<file path="config.mk">
export PLATFORM = sky130hd
export DESIGN_NAME = button_control
export DESIGN_NICKNAME = d
export VERILOG_FILES = /design/src/rtl/button_control_pkg.sv /design/src/rtl/button_control_debounce_cell.sv /design/src/rtl/button_control.sv
export SDC_FILE = /design/constraint.sdc
export NUM_CORES = 1
export LEC_CHECK = 0
export CORE_ASPECT_RATIO = 0.8
export CORE_UTILIZATION = 62
export CTS_CLUSTER_DIAMETER = 120
export DETAILED_ROUTE_END_ITERATION = 6
export DONT_BUFFER_PORTS = 1
export PLACE_DENSITY = 0.85
export SLEW_MARGIN = 10
export SYNTH_ARGS = -nofsm -noshare
export SYNTH_HDL_FRONTEND = slang
export SYNTH_SLANG_ARGS = --single-unit
</file>
<file path="constraint.sdc">
create_clock -name slow_clock -period 1.9 [get_ports slow_clock]
set_input_delay 0.38 -clock slow_clock [delete_from_list [all_inputs] [get_ports slow_clock]]
set_output_delay 0.38 -clock slow_clock [all_outputs]
set_load 0.01 [all_outputs]
</file>
<file path="src/rtl/button_control_pkg.sv">
// Shared constants and the mode-FSM state encoding for the button controller.
package button_control_pkg;

    localparam int unsigned NUM_LEDS             = 6;
    localparam int unsigned NUM_INPUTS           = NUM_LEDS + 1;
    localparam int unsigned DEBOUNCE_CNT_DEFAULT = 3;
    localparam int unsigned HOLD_CNT_DEFAULT     = 10;
    localparam int unsigned DEB_CNT_W            = 4;
    localparam int unsigned HOLD_W               = 8;

    typedef enum logic [1:0] {
        MODE_IDLE         = 2'd0,
        MODE_PRESSED      = 2'd1,
        MODE_WAIT_RELEASE = 2'd2
    } mode_state_e;

endpackage

</file>
<file path="src/rtl/button_control_debounce_cell.sv">
// Two-flop synchronizer followed by a consecutive-sample debouncer for one raw input.
module debounce_cell
    import button_control_pkg::*;
#(
    parameter int unsigned DEBOUNCE_CNT = DEBOUNCE_CNT_DEFAULT
) (
    input  logic slow_clock,
    input  logic reset,
    input  logic raw,
    output logic level,
    output logic rise,
    output logic fall
);

    localparam logic [DEB_CNT_W-1:0] CNT_LAST = DEB_CNT_W'(DEBOUNCE_CNT - 1);

    logic                 sync1_q;
    logic                 sync2_q;
    logic                 level_q;
    logic                 rise_q;
    logic                 fall_q;
    logic [DEB_CNT_W-1:0] cnt_q;

    // Synchronize, count differing samples, accept the new level after DEBOUNCE_CNT in a row.
    always_ff @(posedge slow_clock or negedge reset) begin
        if (!reset) begin
            sync1_q <= 1'b0;
            sync2_q <= 1'b0;
            level_q <= 1'b0;
            rise_q  <= 1'b0;
            fall_q  <= 1'b0;
            cnt_q   <= '0;
        end else begin
            sync1_q <= raw;
            sync2_q <= sync1_q;
            rise_q  <= 1'b0;
            fall_q  <= 1'b0;
            if (sync2_q != level_q) begin
                if (cnt_q == CNT_LAST) begin
                    level_q <= sync2_q;
                    cnt_q   <= '0;
                    rise_q  <= sync2_q;
                    fall_q  <= ~sync2_q;
                end else begin
                    cnt_q <= cnt_q + DEB_CNT_W'(1);
                end
            end else begin
                cnt_q <= '0;
            end
        end
    end

    assign level = level_q;
    assign rise  = rise_q;
    assign fall  = fall_q;

endmodule

</file>
<file path="src/rtl/button_control.sv">
// LED-select toggling and maintenance-mode control driven by debounced push buttons.
module button_control
    import button_control_pkg::*;
#(
    parameter int unsigned DEBOUNCE_CNT = DEBOUNCE_CNT_DEFAULT,
    parameter int unsigned HOLD_CNT     = HOLD_CNT_DEFAULT
) (
    input  logic                slow_clock,
    input  logic                reset,
    input  logic [NUM_LEDS-1:0] btn_raw,
    input  logic                mode_raw,
    output logic [NUM_LEDS-1:0] led_enable,
    output logic                mtne_mode,
    output logic                cfg_changed
);

    // The rise-registration cycle and the IDLE->PRESSED edge are the first two
    // high cycles, so the long press fires when hold_q has counted HOLD_CNT-2.
    localparam logic [HOLD_W-1:0] HOLD_LONG = HOLD_W'(HOLD_CNT - 2);
    localparam logic [HOLD_W-1:0] HOLD_SAT  = HOLD_W'(HOLD_CNT);

    logic [NUM_INPUTS-1:0] raw_all;
    logic [NUM_INPUTS-1:0] level;
    logic [NUM_INPUTS-1:0] rise;
    logic [NUM_INPUTS-1:0] fall;

    logic [NUM_LEDS-1:0] btn_rise;
    logic                mode_level;
    logic                mode_rise;
    logic                mode_fall;
    logic                unused_levels;

    mode_state_e         state_q;
    logic [HOLD_W-1:0]   hold_q;
    logic [NUM_LEDS-1:0] led_q;
    logic                mtne_q;
    logic [NUM_LEDS-1:0] led_prev_q;
    logic                mtne_prev_q;
    logic                cfg_q;

    assign raw_all = {mode_raw, btn_raw};

    for (genvar g = 0; g < NUM_INPUTS; g++) begin : g_deb
        debounce_cell #(
            .DEBOUNCE_CNT(DEBOUNCE_CNT)
        ) u_cell (
            .slow_clock(slow_clock),
            .reset     (reset),
            .raw       (raw_all[g]),
            .level     (level[g]),
            .rise      (rise[g]),
            .fall      (fall[g])
        );
    end

    assign btn_rise      = rise[NUM_LEDS-1:0];
    assign mode_level    = level[NUM_LEDS];
    assign mode_rise     = rise[NUM_LEDS];
    assign mode_fall     = fall[NUM_LEDS];
    assign unused_levels = ^{level[NUM_LEDS-1:0], fall[NUM_LEDS-1:0]};

    // Mode FSM plus LED toggling; a short-press clear overrides same-edge toggles.
    always_ff @(posedge slow_clock or negedge reset) begin
        if (!reset) begin
            state_q <= MODE_IDLE;
            hold_q  <= '0;
            led_q   <= '0;
            mtne_q  <= 1'b0;
        end else begin
            if (!mtne_q) begin
                led_q <= led_q ^ btn_rise;
            end
            case (state_q)
                MODE_IDLE: begin
                    if (mode_rise) begin
                        state_q <= MODE_PRESSED;
                        hold_q  <= '0;
                    end
                end
                MODE_PRESSED: begin
                    if (mode_fall) begin
                        state_q <= MODE_IDLE;
                        if ((hold_q < HOLD_SAT) && !mtne_q) begin
                            led_q <= '0;
                        end
                    end else if (mode_level) begin
                        if (hold_q != HOLD_SAT) begin
                            hold_q <= hold_q + HOLD_W'(1);
                        end
                        if (hold_q == HOLD_LONG) begin
                            state_q <= MODE_WAIT_RELEASE;
                            mtne_q  <= ~mtne_q;
                        end
                    end
                end
                MODE_WAIT_RELEASE: begin
                    if (mode_fall) begin
                        state_q <= MODE_IDLE;
                    end
                end
                default: begin
                    state_q <= MODE_IDLE;
                end
            endcase
        end
    end

    // One-cycle pulse on the edge after any change of the configuration outputs.
    always_ff @(posedge slow_clock or negedge reset) begin
        if (!reset) begin
            led_prev_q  <= '0;
            mtne_prev_q <= 1'b0;
            cfg_q       <= 1'b0;
        end else begin
            led_prev_q  <= led_q;
            mtne_prev_q <= mtne_q;
            cfg_q       <= (led_q != led_prev_q) || (mtne_q != mtne_prev_q);
        end
    end

    assign led_enable  = led_q;
    assign mtne_mode   = mtne_q;
    assign cfg_changed = cfg_q;

endmodule

</file>
# After elaboration in Yosys (flattened, before gate mapping)
# Cells that the tools add are included.
# totals
input_bits	9
ff_bits	82
output_inout_bits	8
# classes
magnitude_cmp	1
n_bitwise	4
n_reduce_logical	15
n_mux	45
add_sub_neg	8
eq_ne	27
# op_table
operator	count
4-bit two-way mux	14
8-bit two-way mux	4
4-bit by 1-bit adder with 4-bit output, second input constant	7
4-bit by 2-bit equality test with 1-bit output, second input constant	7
6-bit two-way mux	4
1-bit two-way mux	16
8-bit case mux with 2 select lines	1
2-bit AND reduction	7
2-bit two-way mux	5
8-bit by 1-bit adder with 8-bit output, second input constant	1
8-bit by 4-bit equality test with 1-bit output, second input constant	1
8-bit by 4-bit less-than comparator with 1-bit output, second input constant	1
1-bit inequality test	8
8-bit by 4-bit inequality test with 1-bit output, second input constant	1
4-bit AND reduction	2
2-bit by 1-bit inequality test with 1-bit output, second input constant	3
6-bit inequality test	1
2-bit case mux with 3 select lines	1
6-bit bitwise XOR	1
5-bit AND reduction	1
2-bit inequality test, second input constant	2
3-bit by 1-bit inequality test with 1-bit output, second input constant	1
3-bit by 2-bit inequality test with 1-bit output, second input constant	1
1-bit inverter	3
7 further kinds	7

# Logic depth before layout (Yosys ltp)
# logic_depth
depth_word	5
depth_mapped	5
mapped_depth_nobuf	5

# Hierarchy
# From an unflattened synthesis, not the netlist that was laid out.
# unflattened
hier_cells	285
hier_area_um2	3634.7
# modules_own_cells
module	seq_area_each_um2	cells_per_inst	n_inst	area_each_um2
debounce_cell	225.2	25	7	345.3
button_control	625.6	110	1	1217.4

# Least setup slack after synthesis
# OpenSTA, ideal clock, no wires.
# synth_path
path_kind	flip-flop to flip-flop
startpoint	reg state_q[1]
endpoint	reg hold_q[0]
t_required_ns	1.772
path_buffers	0
t_arrival_ns	1.335
period_less_slack_ns	1.463
setup_ns	0.128
stages_incl_launch_ff	5
slack_ns	0.437
cell_sequence	dfrtp_1 > and4bb_2 > nor2_1 > a41oi_2 > mux2_1
# synth_between
elab_chain_cells	3
# synth_rtl
element	line	source
from (decl)	button_control.sv:33	mode_state_e state_q;
from (signal assigned)	button_control.sv:65	state_q <= MODE_IDLE;
from (signal assigned)	button_control.sv:76	state_q <= MODE_PRESSED;
from (signal assigned)	button_control.sv:82	state_q <= MODE_IDLE;
2-bit by 1-bit equality test with 1-bit output or 2-bit logical NOT (tied branches)	button_control.sv:73	case (state_q)
2-bit by 1-bit inequality test with 1-bit output (no line), or another cell as far along	-	
5-bit AND reduction (no line)	-	
to (signal assigned)	button_control.sv:88	hold_q <= hold_q + HOLD_W'(1);
to (decl)	button_control.sv:34	logic [HOLD_W-1:0] hold_q;
# Parallel ways exist; a longest one is shown, timed or not.
# A chain may end at the register's enable or synchronous reset.

# Worst setup path in the final report
# layout_path
startpoint	reg hold_q[6]
endpoint	reg hold_q[0]
# layout_between
elab_chain_cells	3
# layout_rtl
element	line	source
8-bit by 4-bit inequality test with 1-bit output	button_control.sv:87	if (hold_q != HOLD_SAT) begin
2-bit inequality test (no line)	-	
5-bit AND reduction (no line)	-	
# No other way between the ends.

==> results_dict.tcl <==
set metrics [dict create \
    critPathLaunchType "flip-flop" \
    slowest_delay_ns 0.51 \
    synth_top_area_share_pct 61.0 \
    clock_latency_ns 0.35 \
    cts_tree "done" \
    synthCells 275 \
    fp.coreArea_um2 5120 \
    fin_crit_ns 1.63 \
    ys_types 34 \
    hold_viol 82 \
    row_count 23 \
    synth_mux_area_share_pct 3.61 \
    clkSinkCount 82 \
    leakage_uw 0.00173 \
    violations "DRC, hold timing" \
    clk_pin_slew_ns 0.08 \
    dr.pass1.iters 6 \
    cp-end-kind "flip-flop" \
    grt_max_degree 83 \
    rsz0062_at_grt "no" \
    syn_avg_cell_area_um2 12.2 \
    cts_buffers 9 \
    start_util_pct 65.7 \
    area_growth_pct 9.19 \
    ant_nets 0 \
    die_area_um2 5720 \
    htreeDepth 3 \
    worstMarginPinSlew_ns 0.494 \
    synth_top_family_by_area "simple AND/OR/NAND/NOR gates" \
    crit_arrival_ns 1.86 \
    cts_root_buf "clkbuf_8" \
    synth_seq_cells 82 \
    syn_nets 299 \
    outcome "finished, violations left" \
    diodes 0 \
    routed_wl_um 5180 \
    postCtsSetupRepairBufs 0 \
    rr_endpoint "hold_q[0]$_DFFE_PN0P_" \
    slew_viol_final 0 \
    cts_resized 0 \
    fin_crit_sh_pct 85.6 \
    antenna_found_initial 0 \
    grt_pass1_wl_um 9080 \
    track_usage_pct 21.4 \
    cap_violations 0 \
    hp-class "in -> async" \
    vias 1910 \
    synth-compound-area-share_pct 3.01 \
    fmaxAchievable_mhz 615 \
    synthSimpleGateAreaFrac_pct 15.0 \
    layout-drive-gt1-share_pct 10.0 \
    cp_data_required_time_ns 2.14 \
    r2r_slack_ns 0.27 \
    synthAdderAreaFrac_pct 5.58 \
    setup_violations 0 \
    crit_fanout 4 \
    yosysWarnings 0 \
    powerDensity_nw_per_um2 1390 \
    worst_path_max_delay_cell "nor4_2" \
    io_pins 17 \
    grt_pass1_vias 1911 \
    holdWs_ns -0.287 \
    max-slew-margin-rel_pct 66.8 \
    synth-xor-area-share_pct 10.4 \
    cts_buffer_depth 2 \
    synth_top_cell_by_area "dfrtp_1" \
    wire_per_inst_um 14.7 \
    power_uw 5120 \
    drt_iter0_drc 107 \
    grt_overflow 0 \
    critPathKind "reg -> reg" \
    crit_end "hold_q[0]$_DFFE_PN0P_" \
    port_buffers 0 \
    place_congestion 0.800 \
    die_h_um 67.9 \
    nets 309 \
    setup_tns_ns 0 \
    r2r-start "hold_q[6]$_DFFE_PN0P_" \
    fin_worst_skew_ns 0.0117 \
    vdd_ir_drop_max_uv 987 \
    vias_per_cell 5.43 \
    dp_hpwl_um 3320 \
    nFillCells 355 \
    seq_area_frac_synth_pct 61.0 \
    syn_area_um2 3360 \
    dieWidth_um 84.3 \
    crit_start "hold_q[6]$_DFFE_PN0P_" \
    drc 2 \
    yosys-top-cells-area "dfrtp_1 61%, xor2_1 6.0%, ha_1 5.6%" \
    cp_cell_sequence "nor4_2, a41oi_2, mux2_1" \
    reg2reg_depth 3 \
]
routing by layer:
layer	global-route usage, %	share of wire, %	up-vias
li1	-	-	926
met1	27.8	47	946
met2	34.6	47	30
met3	7.72	4.3	8
met4	6.78	1.5	0
met5	0	0	-
report_power, final:
group	total, uW	leakage [uW]	switching [uW]	internal [uW]
combinational	1040	0.000557	526	514
sequential	2660	0.00105	489	2170
clock	1410	0.000117	601	813
total	5120	0.00173	1620	3500
flip-flops by register name, summed over array words and instances, names as in the netlist:
register              count
state_q                   2
g_deb.u_cell.fall         1
mtne_prev_q               1
cfg_changed               1
g_deb.u_cell.sync2_q      7
g_deb.u_cell.cnt_q       28
led_prev_q                6
hold_q                    8
g_deb.u_cell.sync1_q      7
mtne_mode                 1
led_enable                6
g_deb.u_cell.level        7
g_deb.u_cell.rise         7
placed cells by master, fill, tap and decap left out, types with 2 or more instances in the layout:
master      n
dfrtp_1    82
nor2_1     50
xor2_1     23
xnor2_1    17
nand2_1    15
ha_1       15
clkbuf_8   11
inv_1       9
nor3b_1     8
mux2_2      8
nor2b_1     7
nand3_1     7
nand2b_1    3
and3_1      3
o2111ai_1   3
o21ai_0     2
mux2i_1     2
and4_1      2
o211ai_1    2
bufinv_16   2
buf_4       2
worst max-delay path: cells and delay by family (launching register included):
| kind | cells | cell delay (ns) |
|---|---|---|
| multiplexers | 1 | 0.35 |
| AO/OA/AOI/OAI | 1 | 0.22 |
| flip-flops | 1 | 0.42 |
| AND/OR/NAND/NOR | 1 | 0.51 |
metrics by stage:
stage          cells  hold slack, ns  worst slack, ns  area (um2)  util (%)
3_5_place_dp     336          0.0863            0.301        3440      67.2
4_1_cts          352          -0.298            0.285        3670      71.7
3_3_place_gp     336          0.0862            0.386        3440      67.2
6_report         352          -0.287            0.273        3670      71.7
2_1_floorplan    275          0.0844            0.437        3360         -
5_1_grt          352          -0.310            0.210        3670      71.7
cells in the mapped netlist, drive strengths merged:
| master | number |
|---|---|
| a21oi | 1 |
| nor2 | 50 |
| nand2b | 3 |
| o21ai | 3 |
| xor2 | 23 |
| inv | 9 |
| and3 | 3 |
| nand3 | 7 |
| xnor2 | 17 |
| a211oi | 1 |
| nand2 | 15 |
| buf | 1 |
| nor4 | 2 |
| and4bb | 1 |
| o31ai | 1 |
| o2111ai | 3 |
| nor2b | 7 |
| nand3b | 1 |
| clkbuf | 2 |
| and4 | 2 |
| a41oi | 2 |
| nor3b | 9 |
| dfrtp | 82 |
| mux2 | 9 |
| ha | 15 |
| nor4b | 1 |
| nand4 | 1 |
| mux2i | 2 |
| o211ai | 2 |
area by class of cell:
cell class | instances | area [um2] | area share (%)
clock inverters | 4 | 73.8 | 2.01
multi-input cells | 181 | 1260 | 34.4
well taps | 62 | 77.6 | 2.11
clock buffers | 12 | 155 | 4.22
repair buffers | 2 | 15.0 | 0.409
inverters | 9 | 33.8 | 0.920
flip-flops and latches | 82 | 2050 | 55.9
worst min path at each step:
stage          start                            endpoint  slack (ns)  depth (start not counted)
2_1_floorplan  reset               cfg_changed$_DFF_PN0_        0.08                          0
3_3_place_gp   reset  g_deb[4].u_cell.cnt_q[2]$_DFF_PN0_        0.09                          0
3_5_place_dp   reset  g_deb[4].u_cell.cnt_q[2]$_DFF_PN0_        0.09                          0
4_1_cts        reset   g_deb[0].u_cell.sync2_q$_DFF_PN0_       -0.30                          0
5_1_grt        reset  g_deb[4].u_cell.cnt_q[2]$_DFF_PN0_       -0.31                          0
6_report       reset  g_deb[0].u_cell.cnt_q[0]$_DFF_PN0_       -0.29                          0
logic make-up after synthesis:
| group | after synthesis |
|---|---|
| compound gates | 13 |
| xor+xnor | 40 |
| fa+ha+maj | 15 |
| buf+inv | 12 |
| flops | 82 |
| mux | 11 |
| simple gates | 102 |
Note: power is estimated with default switching activity, not from simulation.
